<file path="src/rtl/alu_stage.sv">
// ============================================================================
// Module      : alu_stage
// Description : Registered execute stage with a 2-entry skid buffer and a
//               persistent {Z,N,V} status register. Define ALU_CARRY_EN to
//               add carry tracking (out_carry, status_c).
// Revision    : 1.0 - initial release
// ============================================================================
`default_nettype none

module alu_stage #(
    parameter int WIDTH = 16
) (
    input  logic             clk,
    input  logic             reset,
    input  logic             in_valid,
    output logic             in_ready,
    input  logic [WIDTH-1:0] in_a,
    input  logic [WIDTH-1:0] in_b,
    input  logic [1:0]       in_op,
    input  logic             in_loads,
    output logic             out_valid,
    input  logic             out_ready,
    output logic [WIDTH-1:0] out_c,
    output logic [2:0]       out_flags,
    output logic [2:0]       status
`ifdef ALU_CARRY_EN
    ,
    output logic             out_carry,
    output logic             status_c
`endif
);

    localparam int         c_MSB    = WIDTH - 1;
    localparam logic [1:0] c_OP_ADD = 2'b00;
    localparam logic [1:0] c_OP_SUB = 2'b01;
    localparam logic [1:0] c_OP_AND = 2'b10;
    localparam logic [1:0] c_OP_MVN = 2'b11;

    // ------------------------------------------------------------------
    // ALU: result, flags (and carry) of the operation being offered
    // ------------------------------------------------------------------
`ifdef ALU_CARRY_EN
    logic [WIDTH:0]   w_sum;
    logic [WIDTH:0]   w_diff;
    logic             w_carry;
`else
    logic [WIDTH-1:0] w_sum;
    logic [WIDTH-1:0] w_diff;
`endif
    logic [WIDTH-1:0] w_res;
    logic             w_ovf;
    logic [2:0]       w_flags;

    always_comb begin
`ifdef ALU_CARRY_EN
        w_sum   = {1'b0, in_a} + {1'b0, in_b};
        w_diff  = {1'b0, in_a} - {1'b0, in_b};
        w_carry = 1'b0;
`else
        w_sum   = in_a + in_b;
        w_diff  = in_a - in_b;
`endif
        w_res = '0;
        w_ovf = 1'b0;
        case (in_op)
            c_OP_ADD: begin
                w_res = w_sum[c_MSB:0];
                w_ovf = (in_a[c_MSB] == in_b[c_MSB]) && (w_res[c_MSB] != in_a[c_MSB]);
`ifdef ALU_CARRY_EN
                w_carry = w_sum[WIDTH];
`endif
            end
            c_OP_SUB: begin
                w_res = w_diff[c_MSB:0];
                w_ovf = (in_a[c_MSB] != in_b[c_MSB]) && (w_res[c_MSB] != in_a[c_MSB]);
`ifdef ALU_CARRY_EN
                // Carry is the inverted borrow out of the extended subtraction
                w_carry = ~w_diff[WIDTH];
`endif
            end
            c_OP_AND: w_res = in_a & in_b;
            c_OP_MVN: w_res = ~in_b;
            default:  w_res = '0;
        endcase
        w_flags = {(w_res == '0), w_res[c_MSB], w_ovf};
    end

    // ------------------------------------------------------------------
    // Skid buffer: output entry (out_*_q) backed by one skid entry
    // ------------------------------------------------------------------
    logic             out_valid_q;
    logic [WIDTH-1:0] out_c_q;
    logic [2:0]       out_flags_q;
    logic             out_loads_q;
    logic             skid_valid_q;
    logic [WIDTH-1:0] skid_c_q;
    logic [2:0]       skid_flags_q;
    logic             skid_loads_q;
    logic [2:0]       status_q;
`ifdef ALU_CARRY_EN
    logic             out_carry_q;
    logic             skid_carry_q;
    logic             status_c_q;
`endif

    logic w_accept;
    logic w_xfer;

    // in_ready depends only on registered state, never on out_ready
    assign in_ready = ~skid_valid_q;
    assign w_accept = in_valid & ~skid_valid_q;
    assign w_xfer   = out_valid_q & out_ready;

    always_ff @(posedge clk or posedge reset) begin
        if (reset) begin
            out_valid_q  <= 1'b0;
            out_c_q      <= '0;
            out_flags_q  <= '0;
            out_loads_q  <= 1'b0;
            skid_valid_q <= 1'b0;
            skid_c_q     <= '0;
            skid_flags_q <= '0;
            skid_loads_q <= 1'b0;
            status_q     <= '0;
`ifdef ALU_CARRY_EN
            out_carry_q  <= 1'b0;
            skid_carry_q <= 1'b0;
            status_c_q   <= 1'b0;
`endif
        end else begin
            if (w_xfer && out_loads_q) begin
                status_q <= out_flags_q;
`ifdef ALU_CARRY_EN
                status_c_q <= out_carry_q;
`endif
            end

            if (w_xfer && skid_valid_q) begin
                // in_ready is low here, so no accept can collide with the move
                out_c_q      <= skid_c_q;
                out_flags_q  <= skid_flags_q;
                out_loads_q  <= skid_loads_q;
                skid_valid_q <= 1'b0;
`ifdef ALU_CARRY_EN
                out_carry_q  <= skid_carry_q;
`endif
            end else if (w_accept && (!out_valid_q || w_xfer)) begin
                out_valid_q <= 1'b1;
                out_c_q     <= w_res;
                out_flags_q <= w_flags;
                out_loads_q <= in_loads;
`ifdef ALU_CARRY_EN
                out_carry_q <= w_carry;
`endif
            end else if (w_accept) begin
                skid_valid_q <= 1'b1;
                skid_c_q     <= w_res;
                skid_flags_q <= w_flags;
                skid_loads_q <= in_loads;
`ifdef ALU_CARRY_EN
                skid_carry_q <= w_carry;
`endif
            end else if (w_xfer) begin
                out_valid_q <= 1'b0;
            end
        end
    end

    assign out_valid = out_valid_q;
    assign out_c     = out_c_q;
    assign out_flags = out_flags_q;
    assign status    = status_q;
`ifdef ALU_CARRY_EN
    assign out_carry = out_carry_q;
    assign status_c  = status_c_q;
`endif

endmodule

`default_nettype wire
</file>
<file path="config.mk">
export PLATFORM = sky130hd
export DESIGN_NAME = alu_stage
export DESIGN_NICKNAME = d
export VERILOG_FILES = /design/src/rtl/alu_stage.sv
export SDC_FILE = /design/constraint.sdc
export NUM_CORES = 1
export LEC_CHECK = 0
export CORE_MARGIN = 4
export CORE_UTILIZATION = 46
export DETAILED_ROUTE_END_ITERATION = 16
export HOLD_SLACK_MARGIN = 0.03
export PLACE_DENSITY_LB_ADDON = 0.12
export REMOVE_ABC_BUFFERS = 1
export SLEW_MARGIN = 20
export SYNTH_ARGS = -nofsm -noshare
export SYNTH_HDL_FRONTEND = slang
export SYNTH_SLANG_ARGS = --single-unit
export TNS_END_PERCENT = 30
</file>
<file path="constraint.sdc">
create_clock -name clk -period 1.7 [get_ports clk]
set_input_delay 0.17 -clock clk [delete_from_list [all_inputs] [get_ports clk]]
set_output_delay 0.17 -clock clk [all_outputs]
set_load 0.1 [all_outputs]
</file>
# Word level (Yosys, flattened, before mapping)
# Cells that the tools add are included.
# classes
addsub	2
n_eq_ne	9
muxes	14
bitwise	7
n_reduce_logical	15
# op_table
cell	n
$pmux 16 s4	1
$mux 16	2
$add 16x16->16	1
$and 16x16->16	1
$logic_not 16->1	1
$not 16->16	1
$sub 16x16->16	1
$mux 1	8
$mux 3	2
$reduce_and 3->1	2
$reduce_bool 2->1	3
$logic_and 1x1->1	5
$eq 2x2->1 const B	2
$ne 1x1->1	3
$not 1->1	3
$and 1x1->1	2
$eq 2x1->1 const B	1
$logic_not 2->1	1
$ne 2x1->1 const B	1
$ne 2x2->1 const B	1
$pmux 1 s2	1
$reduce_and 2->1	1
$eq 1x1->1	1
$logic_not 1->1	1
$logic_or 1x1->1	1
# totals
ff_bits	45
output_inout_bits	24
wordCells	56

# Logic depth before layout (Yosys ltp)
# logic_depth
ltp_word	6
ltp_mapped	12
depth_no_buf	12

# Worst setup path before layout
# No wires, ideal clock.
# synth_path
path_type	input to register
from	input in_a[0]
to	register out_flags_q[2] (netlist: out_flags[2])
setup_time_ns	0.077
arrival_ns	2.738
setup_slack_ns	-1.114
cell_stages	12
cell_sequence	ha_1 -> inv_1 -> fa_1 -> o21ba_2 -> nor4_2 -> nor4_1 -> o211ai_1 -> o211ai_1 -> or4b_1 -> a2111oi_0 -> o2111ai_1 -> o21ai_1
# synth_between
elab_chain_len	5
elab_cells_between_ends	7
classes_between	add/sub: 2; mux: 3; bitwise: 1; reduce/logical: 1
# synth_rtl
element	line	text
start: declaration	17	input logic [WIDTH-1:0] in_a,
$sub 16x16->16 (tied with other cells)	61	w_diff = in_a - in_b;
$pmux 16 s4 (*)	65	case (in_op)
$logic_not 16->1 (*)	85	w_flags = {(w_res == '0), w_res[c_MSB], w_ovf};
$mux 3 (*)	147	end else if (w_accept && (!out_valid_q || w_xfer)) begin
$mux 3 (*)	138	if (w_xfer && skid_valid_q) begin
end signal: assignment	141	out_flags_q <= skid_flags_q;
end signal: assignment	150	out_flags_q <= w_flags;
end: declaration	93	logic [2:0] out_flags_q;
# Mark *: on every way between the ends. The rest lies on a longest branch, timed or not. The select of a mux whose other input is x is not followed.
# A chain may end at the register's enable or synchronous reset.

# Worst setup path after layout
# layout_path
from	input in_b[0]
to	register out_flags_q[2] (netlist: out_flags[2])
# layout_between
elab_chain_len	5
elab_cells_between_ends	8
classes_between	add/sub: 2; mux: 3; bitwise: 2; reduce/logical: 1
# layout_rtl
element	line	text
start: declaration	18	input logic [WIDTH-1:0] in_b,
$sub 16x16->16 (tied with other cells)	61	
$pmux 16 s4 (*)	65	
$logic_not 16->1 (*)	85	
$mux 3 (*)	147	
$mux 3 (*)	138	
# Marks and branches as above.

==> flow_summary.json <==
{
  "core_area_sq_um": 8180,
  "yosys_warnings": 0,
  "rows": 33,
  "start_util": 0.472,
  "io_buffers": 62,
  "start_kind": "primary input",
  "power.density_nw_per_um2": 1170,
  "synth.top_cell.area_share": 0.279,
  "yosys-top-cells-area": "dfrtp_1 28%, ha_1 10%, o21ai_0 7.1%",
  "grt_pass1_vias": 4852,
  "tns_ns": -14.53,
  "grt_pass1_wl_um": 23300,
  "worst-slew-pin-transition_ns": 0.553,
  "clk_pin_slew_ns": 0.08,
  "slew_headroom": 0.628,
  "syn_inst": 472,
  "rsz0062_at_grt": "yes",
  "p_leak_nw": 3.16,
  "via_per_inst": 6.17,
  "grtUsageTotal": 0.288,
  "worst-setup-path-type": "primary input to flip-flop",
  "synth-edff-count": 0,
  "cp.arrival_ns": 3.02,
  "area_delta_synth_final_pct": 81.5,
  "synth-seq-cells": 43,
  "wl_um": 15900,
  "cts_max_path_buffers": 2,
  "fmaxAchievable_mhz": 357,
  "gp_congestion": 0.846,
  "end_kind": "flip-flop",
  "setup_violations": 28,
  "grt_overflow": 0,
  "synth-seq-area-share": 0.279,
  "dp_hpwl_um": 10000,
  "violations": "setup timing",
  "synth_top_area_cell": "dfrtp_1",
  "antenna_found_initial": 0,
  "avgRoutedWirePerCell_um": 19.9,
  "cts-root-buf": "clkbuf_8",
  "drc": 0,
  "post-route-util": 0.856,
  "status": "finished with violations",
  "cts_sinks": 43,
  "cap_violations": 0,
  "fin_ws_ns": -1.10,
  "filler_cell_count": 430,
  "dr.pass1.iters": 5,
  "clk_latency_ns": 0.30,
  "die_width_um": 99.5,
  "fin_skew_ns": 0.00893,
  "synthFlopType": "dfrtp_1",
  "synth.avg_cell_area_sq_um": 8.17,
  "numCtsBuffers": 5,
  "slew_viol_final": 0,
  "post-route-period-util": 1.65,
  "hold_ws_ns": 0.228,
  "tritoncts": "yes",
  "htreeDepth": 2,
  "hp-class": "primary input to async pin",
  "synthesis.area_sq_um": 3850,
  "dr_total_vias": 4930,
  "hold_viol": 0,
  "io_pins": 63,
  "required_ns": 1.92,
  "reg2reg_from": "out_valid$_DFFE_PP0P_",
  "worst-path-max-fanout": 3,
  "synthArstFlopShare": 1.00,
  "fin_nets": 766,
  "min_period_ns": 2.80,
  "drtIter0Drc": 417,
  "startpoint": "in_b[0]",
  "drtAntennaViolNets": 0,
  "diodes": 0,
  "die_h_um": 99.5,
  "peakVddDrop_v": 0.000791,
  "die_area_sq_um": 9910,
  "grt_max_degree": 44,
  "synth_cell_types": 75,
  "final_layout_size_suffix_gt1_frac": 0.539
}
==> synthesized netlist by cell type, types with 3 or more instances <==
cell,instances
a31oi_1,4
mux2_2,7
a211oi_1,4
a221oi_1,5
or3_1,4
o21ba_2,3
inv_1,33
xnor2_1,4
nand3_1,5
nand2b_1,3
and3_1,5
dfrtp_1,43
o2111ai_1,4
mux2i_1,4
ha_1,32
a21o_1,3
nor2b_1,14
a22oi_1,19
o31ai_1,5
nand2_1,50
nor4_1,4
clkbuf_1,19
o21a_1,4
or2_2,6
nor2_1,28
nor3_1,10
o21ai_0,55
o22ai_1,9
o211ai_1,5
a21oi_1,23
==> registers in the layout (all words and copies together) (netlist names) <==
| name | cells |
|---|---|
| out_c | 15 |
| out_flags | 3 |
| out_loads_q | 1 |
| out_valid | 1 |
| skid_c_q | 15 |
| skid_flags_q | 3 |
| skid_loads_q | 1 |
| skid_valid_q | 1 |
| status | 3 |
==> path summary, 6_finish.rpt <==
path | end | slack [ns] | depth (start not counted)
worst max-delay path | out_flags[2]$_DFFE_PP0P_ | -1.10 | 13
worst min-delay path | out_loads_q$_DFFE_PP0P_ | 0.23 | 3
worst max register to register | out_c[3]$_DFFE_PP0P_ | 0.22 | 7
worst min register to register | out_loads_q$_DFFE_PP0P_ | 0.49 | 2
max in group asynchronous | out_c[12]$_DFFE_PP0P_ | 1.26 | 3
min in group clk | out_c[8]$_DFFE_PP0P_ | 0.47 | 5
==> worst max-delay path, cell delays in order <==
cell and delay, ns:
buf_8 0.10, buf_6 0.12, ha_4 0.16, fa_2 0.36, nor2b_2 0.15, o21ba_4 0.16, o31a_1 0.19, or4_1 0.21
o211ai_1 0.20, or4b_4 0.61, a2111oi_4 0.23, o2111ai_2 0.18, o21ai_1 0.16
==> placed cells by master (no fill, tap or decap), types with 7 or more instances in the layout <==
master and n:
a21oi_1 16, a22oi_1 19, buf_12 19, buf_2 7, buf_4 160, buf_6 25
clkdlybuf4s50_1 15, dfrtp_1 43, ha_1 11, ha_4 17, inv_1 18, inv_2 15
mux2_2 7, nand2_1 48, nor2_1 22, nor2b_1 9, o21ai_0 25, o21ai_1 17
o21ai_2 14
==> stage by stage <==
step / instance area (sq um) / total power [mW] / instances / setup slack (ns)
floorplan: 3740 / 4.62 / 447 / -1.12
global placement: 5700 / 6.44 / 753 / -1.87
CTS: 6790 / 7.93 / 792 / -0.915
global route: 7000 / 8.55 / 799 / -1.14
detailed placement: 5700 / 6.55 / 753 / -1.89
finish: 7000 / 8.19 / 799 / -1.10
==> layout make-up <==
class / count / area (sq um) / share of cell area
Sequential cell: 43 / 1080 / 0.154
Multi-Input combinational cell: 369 / 3370 / 0.481
Tap cell: 105 / 131 / 0.0188
Clock buffer: 6 / 72.6 / 0.0104
Timing Repair Buffer: 239 / 2150 / 0.308
Clock inverter: 2 / 60.1 / 0.00858
Inverter: 35 / 136 / 0.0195
==> repair_timing <==
action                     CTS  global route
buffers inserted            31             7
setup endpoints to repair   34            29
resized for setup          230            72
hold buffers                 0             0
pin swaps                   62            41
==> cells by family (layout without fill, tap and decap cells) <==
family	Yosys count	in the layout	share of synthesized area
xor gates and xnor gates	5	5	0.0114
buffers and inverters	60	282	0.0639
AOI/OAI and AO/OA	173	173	0.305
adders and majority gates	34	34	0.114
DFF	43	43	0.279
muxes	12	12	0.0367
and+or+nand+nor	145	145	0.190
==> metal layers <==
metal	part of all wire	up-vias	global-route usage
met2	0.49	311	0.509
met3	0.077	98	0.0344
li1	-	2187	-
met4	0.057	0	0.120
met1	0.37	2334	0.354
met5	0	-	0
==> where the power goes <==
| part | switching [mW] | leakage [nW] | internal [mW] |
|---|---|---|---|
| registers | 0.372 | 0.544 | 1.47 |
| logic | 3.32 | 2.55 | 2.10 |
| clock network | 0.337 | 0.0654 | 0.587 |
| total | 4.03 | 3.16 | 4.15 |
Power figures use the tool's default switching activity.
